<file path="src/rtl/smooth_avg_pkg.sv">
// Shared defaults and the rounding helper for the moving-average smoother.
package smooth_avg_pkg;

  localparam int DW_DEF       = 16;
  localparam int WLOG_MAX_DEF = 4;

  // Half of one output LSB for a shift of 'win'; zero when the window is a single sample.
  function automatic int unsigned half_lsb(input logic [2:0] win);
    return (win == 3'd0) ? 32'd0 : (32'd1 << (win - 3'd1));
  endfunction

endpackage

</file>
<file path="src/rtl/smooth_ram.sv">
// Sample buffer: one write port, one registered read port, read-before-write on address collision.
module smooth_ram
  import smooth_avg_pkg::*;
#(
  parameter int DW = DW_DEF,
  parameter int AW = WLOG_MAX_DEF
) (
  input  logic          clk,
  input  logic          i_we,
  input  logic [AW-1:0] i_waddr,
  input  logic [DW-1:0] i_wdata,
  input  logic [AW-1:0] i_raddr,
  output logic [DW-1:0] o_rdata
);

  logic [DW-1:0] r_mem [2**AW];
  logic [DW-1:0] r_rdata;

  // Both updates are non-blocking, so a same-address read sees the old word.
  always_ff @(posedge clk) begin
    r_rdata <= r_mem[i_raddr];
    if (i_we) r_mem[i_waddr] <= i_wdata;
  end

  assign o_rdata = r_rdata;

endmodule

</file>
<file path="src/rtl/smooth_avg.sv">
// Power-of-two moving-average smoother with runtime window, warm-up masking and bypass.
// ad_vld / sm_vld are one-cycle strobes with no ready: every ad_vld sample is accepted, sm_vld qualifies sm_data for that cycle only.
module smooth_avg
  import smooth_avg_pkg::*;
#(
  parameter int DW       = DW_DEF,
  parameter int WLOG_MAX = WLOG_MAX_DEF
) (
  input  logic                clk_sys,
  input  logic                rst_n,
  input  logic [DW-1:0]       ad_data,
  input  logic                ad_vld,
  input  logic [2:0]          cfg_win,
  input  logic                cfg_bypass,
  output logic [DW-1:0]       sm_data,
  output logic                sm_vld,
  output logic [WLOG_MAX:0]   stu_fill
);

  localparam int SW = DW + WLOG_MAX;
  localparam int FW = WLOG_MAX + 1;

  logic [2:0]          r_win_q;
  logic [WLOG_MAX-1:0] r_wr_ptr;
  logic [FW-1:0]       r_fill;
  logic [SW-1:0]       r_sum;
  logic                r_s1_vld;
  logic                r_s1_byp;
  logic                r_s1_old_ok;
  logic                r_s1_full;
  logic [DW-1:0]       r_s1_new;
  logic [DW-1:0]       r_sm_data;
  logic                r_sm_vld;

  logic [2:0]          w_win_c;
  logic                w_flush;
  logic [FW-1:0]       w_wsize;
  logic [FW-1:0]       w_fill_base;
  logic [FW-1:0]       w_fill_inc;
  logic [WLOG_MAX-1:0] w_rd_addr;
  logic [DW-1:0]       w_ram_rdata;
  logic [DW-1:0]       w_oldest;
  logic [SW-1:0]       w_sum_next;
  logic [SW-1:0]       w_rnd;
  logic [DW-1:0]       w_avg;

  assign w_win_c     = (cfg_win > 3'(WLOG_MAX)) ? 3'(WLOG_MAX) : cfg_win;
  assign w_flush     = (w_win_c != r_win_q);
  // Outside a flush w_win_c equals r_win_q, so stage 1 can always use the clamped input.
  assign w_wsize     = FW'(1) << w_win_c;
  assign w_fill_base = w_flush ? '0 : r_fill;
  assign w_fill_inc  = (w_fill_base == w_wsize) ? w_wsize : w_fill_base + FW'(1);
  assign w_rd_addr   = r_wr_ptr - w_wsize[WLOG_MAX-1:0];

  smooth_ram #(
    .DW (DW),
    .AW (WLOG_MAX)
  ) u_ram (
    .clk     (clk_sys),
    .i_we    (ad_vld),
    .i_waddr (r_wr_ptr),
    .i_wdata (ad_data),
    .i_raddr (w_rd_addr),
    .o_rdata (w_ram_rdata)
  );

  // Until the window has filled, the buffer word is stale and counts as zero.
  assign w_oldest   = r_s1_old_ok ? w_ram_rdata : '0;
  assign w_sum_next = r_sum + SW'(r_s1_new) - SW'(w_oldest);
  assign w_rnd      = w_sum_next + SW'(half_lsb(r_win_q));
  assign w_avg      = DW'(w_rnd >> r_win_q);

  always_ff @(posedge clk_sys) begin
    if (!rst_n) begin
      r_win_q     <= '0;
      r_wr_ptr    <= '0;
      r_fill      <= '0;
      r_sum       <= '0;
      r_s1_vld    <= 1'b0;
      r_s1_byp    <= 1'b0;
      r_s1_old_ok <= 1'b0;
      r_s1_full   <= 1'b0;
      r_s1_new    <= '0;
      r_sm_data   <= '0;
      r_sm_vld    <= 1'b0;
    end else begin
      r_win_q  <= w_win_c;
      r_s1_vld <= ad_vld;
      r_s1_byp <= cfg_bypass;
      if (ad_vld) begin
        r_s1_new    <= ad_data;
        r_s1_old_ok <= (w_fill_base == w_wsize);
        r_s1_full   <= (w_fill_inc == w_wsize);
        r_fill      <= w_fill_inc;
        r_wr_ptr    <= r_wr_ptr + WLOG_MAX'(1);
      end else if (w_flush) begin
        r_fill <= '0;
      end
      // A flush discards the stage-2 sample already in flight.
      if (w_flush) begin
        r_sum    <= '0;
        r_sm_vld <= 1'b0;
      end else begin
        r_sm_vld <= r_s1_vld & (r_s1_full | r_s1_byp);
        if (r_s1_vld) begin
          r_sum     <= w_sum_next;
          r_sm_data <= r_s1_byp ? r_s1_new : w_avg;
        end
      end
    end
  end

  assign sm_data  = r_sm_data;
  assign sm_vld   = r_sm_vld;
  assign stu_fill = r_fill;

endmodule

</file>
<file path="config.mk">
export PLATFORM = sky130hd
export DESIGN_NAME = smooth_avg
export DESIGN_NICKNAME = d
export VERILOG_FILES = /design/src/rtl/smooth_avg_pkg.sv /design/src/rtl/smooth_ram.sv /design/src/rtl/smooth_avg.sv
export SDC_FILE = /design/constraint.sdc
export NUM_CORES = 1
export LEC_CHECK = 0
export CAP_MARGIN = 20
export CORE_MARGIN = 3
export CORE_UTILIZATION = 30
export CTS_BUF_LIST = sky130_fd_sc_hd__clkbuf_16
export DETAILED_ROUTE_END_ITERATION = 16
export PLACE_DENSITY = 0.56
export RECOVER_POWER = 50
export SLEW_MARGIN = 20
export SYNTH_ARGS = -nofsm -noshare
export SYNTH_HDL_FRONTEND = slang
export SYNTH_SLANG_ARGS = --single-unit
</file>
<file path="constraint.sdc">
create_clock -name clk_sys -period 6 [get_ports clk_sys]
set_input_delay 1.2 -clock clk_sys [delete_from_list [all_inputs] [get_ports clk_sys]]
set_output_delay 1.2 -clock clk_sys [all_outputs]
set_load 0.03 [all_outputs]
</file>
# Yosys cells after proc, flatten, opt, wreduce, memory -nomap -nowiden
# Memory sizes are Yosys's and may differ from the RTL's. A register that Yosys moved wholly into a read port is not among the register bits.
# Index checks and enable logic that the tools add are counted.
# Widths: inputs -> output; s select.
[word_totals]
memories = 1
ff_bits = 69
in_bits = 23
ram_bits = 256
[memory_table]
columns = ["memory", "depth", "word_bits", "read_ports", "rd_ports_with_merged_regs", "write_ports", "line", "source"]
rows = [
  ["u_ram.r_mem", 16, 16, 1, 1, 1, "smooth_ram.sv:16", "logic [DW-1:0] r_mem [2**AW];"],
]
[classes]
bitwise_logic = 4
n_reduce_logical = 3
eq_ne = 3
shifts = 3
addsub = 7
muxes = 9
n_lt_le_gt_ge = 1
[op_table]
columns = ["op", "n"]
rows = [
  ["$mux 16", 2],
  ["$add 20x16->20", 1],
  ["$add 20x20->20", 1],
  ["$mux 20", 1],
  ["$shl 1x3->20 const A", 1],
  ["$shr 20x3->16", 1],
  ["$sub 20x16->20", 1],
  ["$mux 5", 3],
  ["$eq 5x5->1", 2],
  ["$add 5x1->5 const B", 1],
  ["$shl 1x3->5 const A", 1],
  ["$add 4x1->4 const B", 1],
  ["$sub 4x4->4", 1],
  ["$gt 3x3->1 const B", 1],
  ["$logic_not 3->1", 1],
  ["$mux 3", 1],
  ["$ne 3x3->1", 1],
  ["$sub 3x1->3 const B", 1],
  ["$mux 1", 2],
  ["$not 1->1", 2],
  ["$reduce_and 2->1", 1],
  ["$reduce_or 2->1", 1],
  ["$and 1x1->1", 1],
  ["$or 1x1->1", 1],
]

# Longest topological paths before layout
[logic_depth]
word_depth = 7
mapped_depth = 22
depth_no_buf = 21

# Hierarchy
# Synthesis repeated with hierarchy kept, for this count alone.
[unflattened]
hier_cells = 1215
area_unflattened_um2 = 16470.8
[by_module_without_submodules]
columns = ["mod", "area_each_um2", "n_inst", "cells_per_inst"]
rows = [
  ["smooth_ram", 10043.4, 1, 432],
  ["smooth_avg", 6427.4, 1, 783],
]

# Worst setup path before layout
# No wires, ideal clock.
[synth_path]
path_type = "flip-flop to flip-flop"
startpoint = "reg r_s1_old_ok"
endpoint = "reg r_sm_data[9], in the netlist sm_data[9]"
slack_ns = 1.141
t_required_ns = 5.868
arrival_time_ns = 4.727
synth_period_minus_slack_ns = 4.859
setup_ns = 0.132
stages_incl_launch_ff = 23
path_cell_list = "dfxtp_1 > clkbuf_1 > and2_1 > ha_1 > inv_1 > ha_1 > inv_1 > fa_1 > nand2b_1 > a21o_4 > nand2_1 > xor2_1 > ha_1 > nor3_1 > nor2_1 > o41ai_1 > nor3_2 > or4b_1 > buf_2 > and3b_1 > or4_1 > a222oi_1 > a21oi_1"
[synth_between]
elab_chain_len = 5
[synth_lines]
columns = ["element", "line", "source"]
rows = [
  ["from (decl)", "smooth_avg.sv:29", "logic r_s1_old_ok;"],
  ["from (signal assigned)", "smooth_avg.sv:92", "r_s1_old_ok <= (w_fill_base == w_wsize);"],
  ["$mux 16", "smooth_avg.sv:68", "assign w_oldest = r_s1_old_ok ? w_ram_rdata : '0;"],
  ["$sub 20x16->20", "smooth_avg.sv:69", "assign w_sum_next = r_sum + SW'(r_s1_new) - SW'(w_oldest);"],
  ["via w_sum_next[6]", "smooth_avg.sv:43", "logic [SW-1:0] w_sum_next;"],
  ["$add 20x20->20", "smooth_avg.sv:70", "assign w_rnd = w_sum_next + SW'(half_lsb(r_win_q));"],
  ["$shr 20x3->16", "smooth_avg.sv:71", "assign w_avg = DW'(w_rnd >> r_win_q);"],
  ["$mux 16", "smooth_avg.sv:107", "r_sm_data <= r_s1_byp ? r_s1_new : w_avg;"],
  ["to (signal assigned)", "smooth_avg.sv:107", ""],
  ["to (decl)", "smooth_avg.sv:32", "logic [DW-1:0] r_sm_data;"],
]
# The timed path passes the listed nets, and every way through them passes these cells.
# A chain may end at the register's enable or synchronous reset.

# Worst setup path after layout
[layout_path]
startpoint = "reg r_s1_old_ok"
endpoint = "reg r_sm_data[14], in the netlist sm_data[14]"
# Same word-level chain as after synthesis.

==> impl_summary.md <==
Power
The clock network fraction of total power is 0.343. The analysis attributes to net switching a power of 1.90 mW. Of the total power, registers draw 0.415. The power per cell area is about 330 nW/um^2. The worst ir drop on vdd is 0.259 mV. The total power draw is 6.38 mW.

Of the total power, the share spent switching nets is 0.298. The internal power contribution is approximately 4.5 mW. The combinational power share is 0.242. In this run the static leakage power is between 6 and 7 nW.

Clocking
In this run, post-CTS hold repair placed 0 buffers. The maximum root-to-sink buffer count is 3. The H-tree generated during clock tree synthesis spans 2 levels. The CTS tree is done. The number of clock buffers added by TritonCTS is 38. The cell sitting at the root of the clock tree is a clkbuf_16. The clock reaches the later pin of the worst-skew pair after around 0.55 ns.

The total setup buffers inserted after CTS is 0. Clock-pin slew was measured on the worst setup and hold paths at about 0.060 ns. Gates resized during post-CTS repair numbered 0. The count of clock tree sinks is approximately 340.

Die
Pin placement for this block handled 45 I/O pins. The total die area is between 50,000 and 60,000 um^2. The overall die width is approximately 240 um.

The floorplan step set the die height to 242 um. For this configuration, the core starts out at a cell density of 0.307. The floorplan step defined a core boundary enclosing 54,500 um^2. In this run the core area contains 85 standard-cell rows.

Yosys
Yosys mapped a number of flops with a built-in enable equal to 256. Synthesis inferred between 300 and 400 register bits. Averaged over all synthesized cells, the footprint is 12.9 um^2. After synthesis, the most frequently instantiated cells are edfxtp_1, nor2_1, dfxtp_1, inv_1, mux4_2. By instance count, the leading cell after synthesis is edfxtp_1. The post-synthesis instance area is 16,700 um^2. The register area share after synthesis is 0.562.

In the synthesized netlist the dominant register cell turns out to be edfxtp_1. The fraction of synthesis flops using an asynchronous set or reset pin is 0. Yosys attributes the largest share of cell area to edfxtp_1, dfxtp_1, mux4_2. The synthesized design spends more area on one cell type than any other, namely edfxtp_1. The portion of synthesized cell area occupied by the leading cell type is 0.460. The gate count of the mapped netlist is 1,291. The number of nets in the synthesized netlist is 1,370. The number of warning messages in the yosys log is 0. The count of distinct cell types in the synthesized netlist is between 80 and 90.

Detailed routing
The DRC violation count after routing is 0. The iteration-0 DRC count of the detailed router is 850. Across all layers, the routed design uses between 10,000 and 15,000 vias. The routed wirelength normalized by instance count is roughly 20 um. After detailed routing, the number of vias per cell comes to 5.07. The post-detailed-routing wire length is 42.4 mm. The first-pass detailed-route iteration total is 5. The post-route antenna net violation count is 0.

STA
For the pin with the worst max-slew slack, the measured transition is 2.23 ns. The count of final max-slew check failures came to 70. Between clock sinks in the finished design, the worst skew comes to between 0.02 and 0.025 ns. The final total negative setup slack is 0 ns.

The routed design could run at a clock period as short as 5.43 ns. Setup repair after global routing left no endpoint under its margin. The final period utilization is 0.906. The tightest slew margin relative to the limit is -0.486. The highest attainable clock frequency is 184 MHz. Setup violations remaining at the end of the flow were counted as 0. The number of failing hold endpoints at the final stage was 0.

Worst setup path
The capture point of the worst reg-to-reg path is sm_data[14]. In this run the critical register-to-register path is launched from r_s1_old_ok. The element type at the critical path start is a flop. The setup check on the worst reg-to-reg path leaves a slack of around 0.57 ns. In this run the worst path has a maximum fanout of 17. The category of the critical setup timing path is flop to flop. The arrival time of data at the critical path endpoint is between 5 and 6 ns. The required time of the critical path is 6.44 ns.

The worst reg-to-reg path cell count is 21. The critical path capture point type is a flop.

GRT
Global routing finished with a remaining overflow of 0. The number of global-route vias before repair is 10,600. met2 is the most crowded layer.

The first global-routing pass estimated roughly 65 mm of wire. In the global route stage, met1 resource usage came out at 0.186. Across every metal layer, demand over resource in global routing totals 0.142. The met3 capacity usage during global routing is 0.0214. The global routing usage on met2 is 0.241.

The number of antenna violations at the first check in global routing is 2. The pin count of the biggest net entering global routing is 49.

Min path
In this run the most critical hold path is launched from r_sum[13]. The path with the worst hold slack has its endpoint at r_sum[13]. The number of cells on the worst hold path is 2. The class of the most critical hold timing path is flop to flop.

Placement
The routability-driven placement congestion ratio is between 0.8 and 0.9. Summed over all nets, the half-perimeter wirelength after detailed placement is ~28 mm. Input and output buffers added on the ports amount to 44.

Run status
The run finished, with violations left. The final reports fail on max-capacitance violations, max-slew violations.

Final layout
The number of nets in the final layout is approximately 1,400. The share of final-layout standard cells stronger than drive strength 1 is 0.134. For this run, the share of the core covered by cells in the final layout is 0.353. The area growth from synthesis to layout is 15.0%.

Run
Across the run, the number of max-cap violations was 3.
[worst max path at each step]
| stage | start | endpoint | slack (ns) | depth (start not counted) |
|---|---|---|---|---|
| 2_1_floorplan | r_s1_old_ok | sm_data[9] | 1.14 | 22 |
| 3_3_place_gp | r_s1_old_ok | sm_data[9] | 0.77 | 20 |
| 3_5_place_dp | r_s1_old_ok | sm_data[14] | 0.62 | 21 |
| 4_1_cts | r_s1_old_ok | sm_data[14] | 0.62 | 21 |
| 5_1_grt | r_s1_old_ok | sm_data[14] | 0.05 | 21 |
| 6_report | r_s1_old_ok | sm_data[14] | 0.57 | 21 |
[through the flow]
step / hold slack [ns] / cell area [um^2] / cells / setup WS, ns
6_report: 0.460 / 19200 / 2103 / 0.565
5_1_grt: 0.493 / 19200 / 2102 / 0.0484
4_1_cts: 0.463 / 19200 / 2102 / 0.618
3_5_place_dp: 0.449 / 18100 / 2036 / 0.618
3_3_place_gp: 0.440 / 18100 / 2036 / 0.766
2_1_floorplan: 0.425 / 16700 / 1291 / 1.14
[cells in the final DEF, fill, tap and decap left out, drive strengths merged, types with 38 or more instances in the layout]
master	n
edfxtp	256
nor2	103
inv	97
dfxtp	85
mux4	68
nand2	67
mux2i	56
a21oi	56
and2	43
clkbuf	43
o21ai	41
ha	38
[area by class of cell]
class | instances | area [um^2]
fillers | 5325 | 35200
flip-flops and latches | 341 | 9390
multi-input cells | 794 | 6740
clock buffers | 38 | 951
well taps | 739 | 925
repair buffers | 78 | 699
inverters | 84 | 315
clock inverters | 28 | 196
diodes | 1 | 2.50
[routing by layer]
layer,vias up,share of wire
met2,284,0.48
met1,5343,0.44
met5,-,0
met3,82,0.049
li1,4954,-
met4,0,0.034
[logic make-up (layout without fill, tap and decap cells)]
logic type / count (synthesis) / after routing / share of synthesized area
compound gates: 234 / 234 / 0.0998
xor+xnor: 38 / 38 / 0.0204
fa+ha+maj: 56 / 56 / 0.0500
buf+inv: 156 / 228 / 0.0378
flops: 341 / 341 / 0.562
mux: 129 / 129 / 0.129
other cells: 0 / 1 / 0
simple gates: 337 / 337 / 0.101
[flip-flops by register name, indices dropped and copies added, names as in the netlist]
signal	count
r_s1_byp	1
r_s1_full	1
r_s1_new	16
r_s1_old_ok	1
r_s1_vld	1
r_sum	20
r_win_q	3
r_wr_ptr	4
sm_data	16
sm_vld	1
stu_fill	5
u_ram.o_rdata	16
u_ram.r_mem	256
[power by group through the flow]
stage	Sequential, mW	Clock (mW)	Combinational, mW
after floorplan	2.69	0	1.14
after CTS	2.65	2.25	1.54
after global placement	2.70	0	1.52
final	2.65	2.19	1.55
after detailed placement	2.70	0	1.53
after global routing	2.66	2.34	1.69
[worst max-delay path, cell delays in order, from the launching register on]
cell and delay (ns):
dfxtp_1 0.54, and2_1 0.19, ha_1 0.22, inv_1 0.06, ha_1 0.19, inv_1 0.08, fa_1 0.45, nand2b_1 0.20
a21o_4 0.24, nand2_1 0.14, xor2_1 0.28, ha_1 0.31, o21ai_0 0.12, a21oi_1 0.18, nand2_1 0.15, nand2b_1 0.13
nand3_1 0.23, nor4_1 0.54, nand2_1 0.18, xnor2_1 0.15, mux4_2 0.45, a211o_1 0.30
No activity file was read; power rests on OpenSTA's default activity.
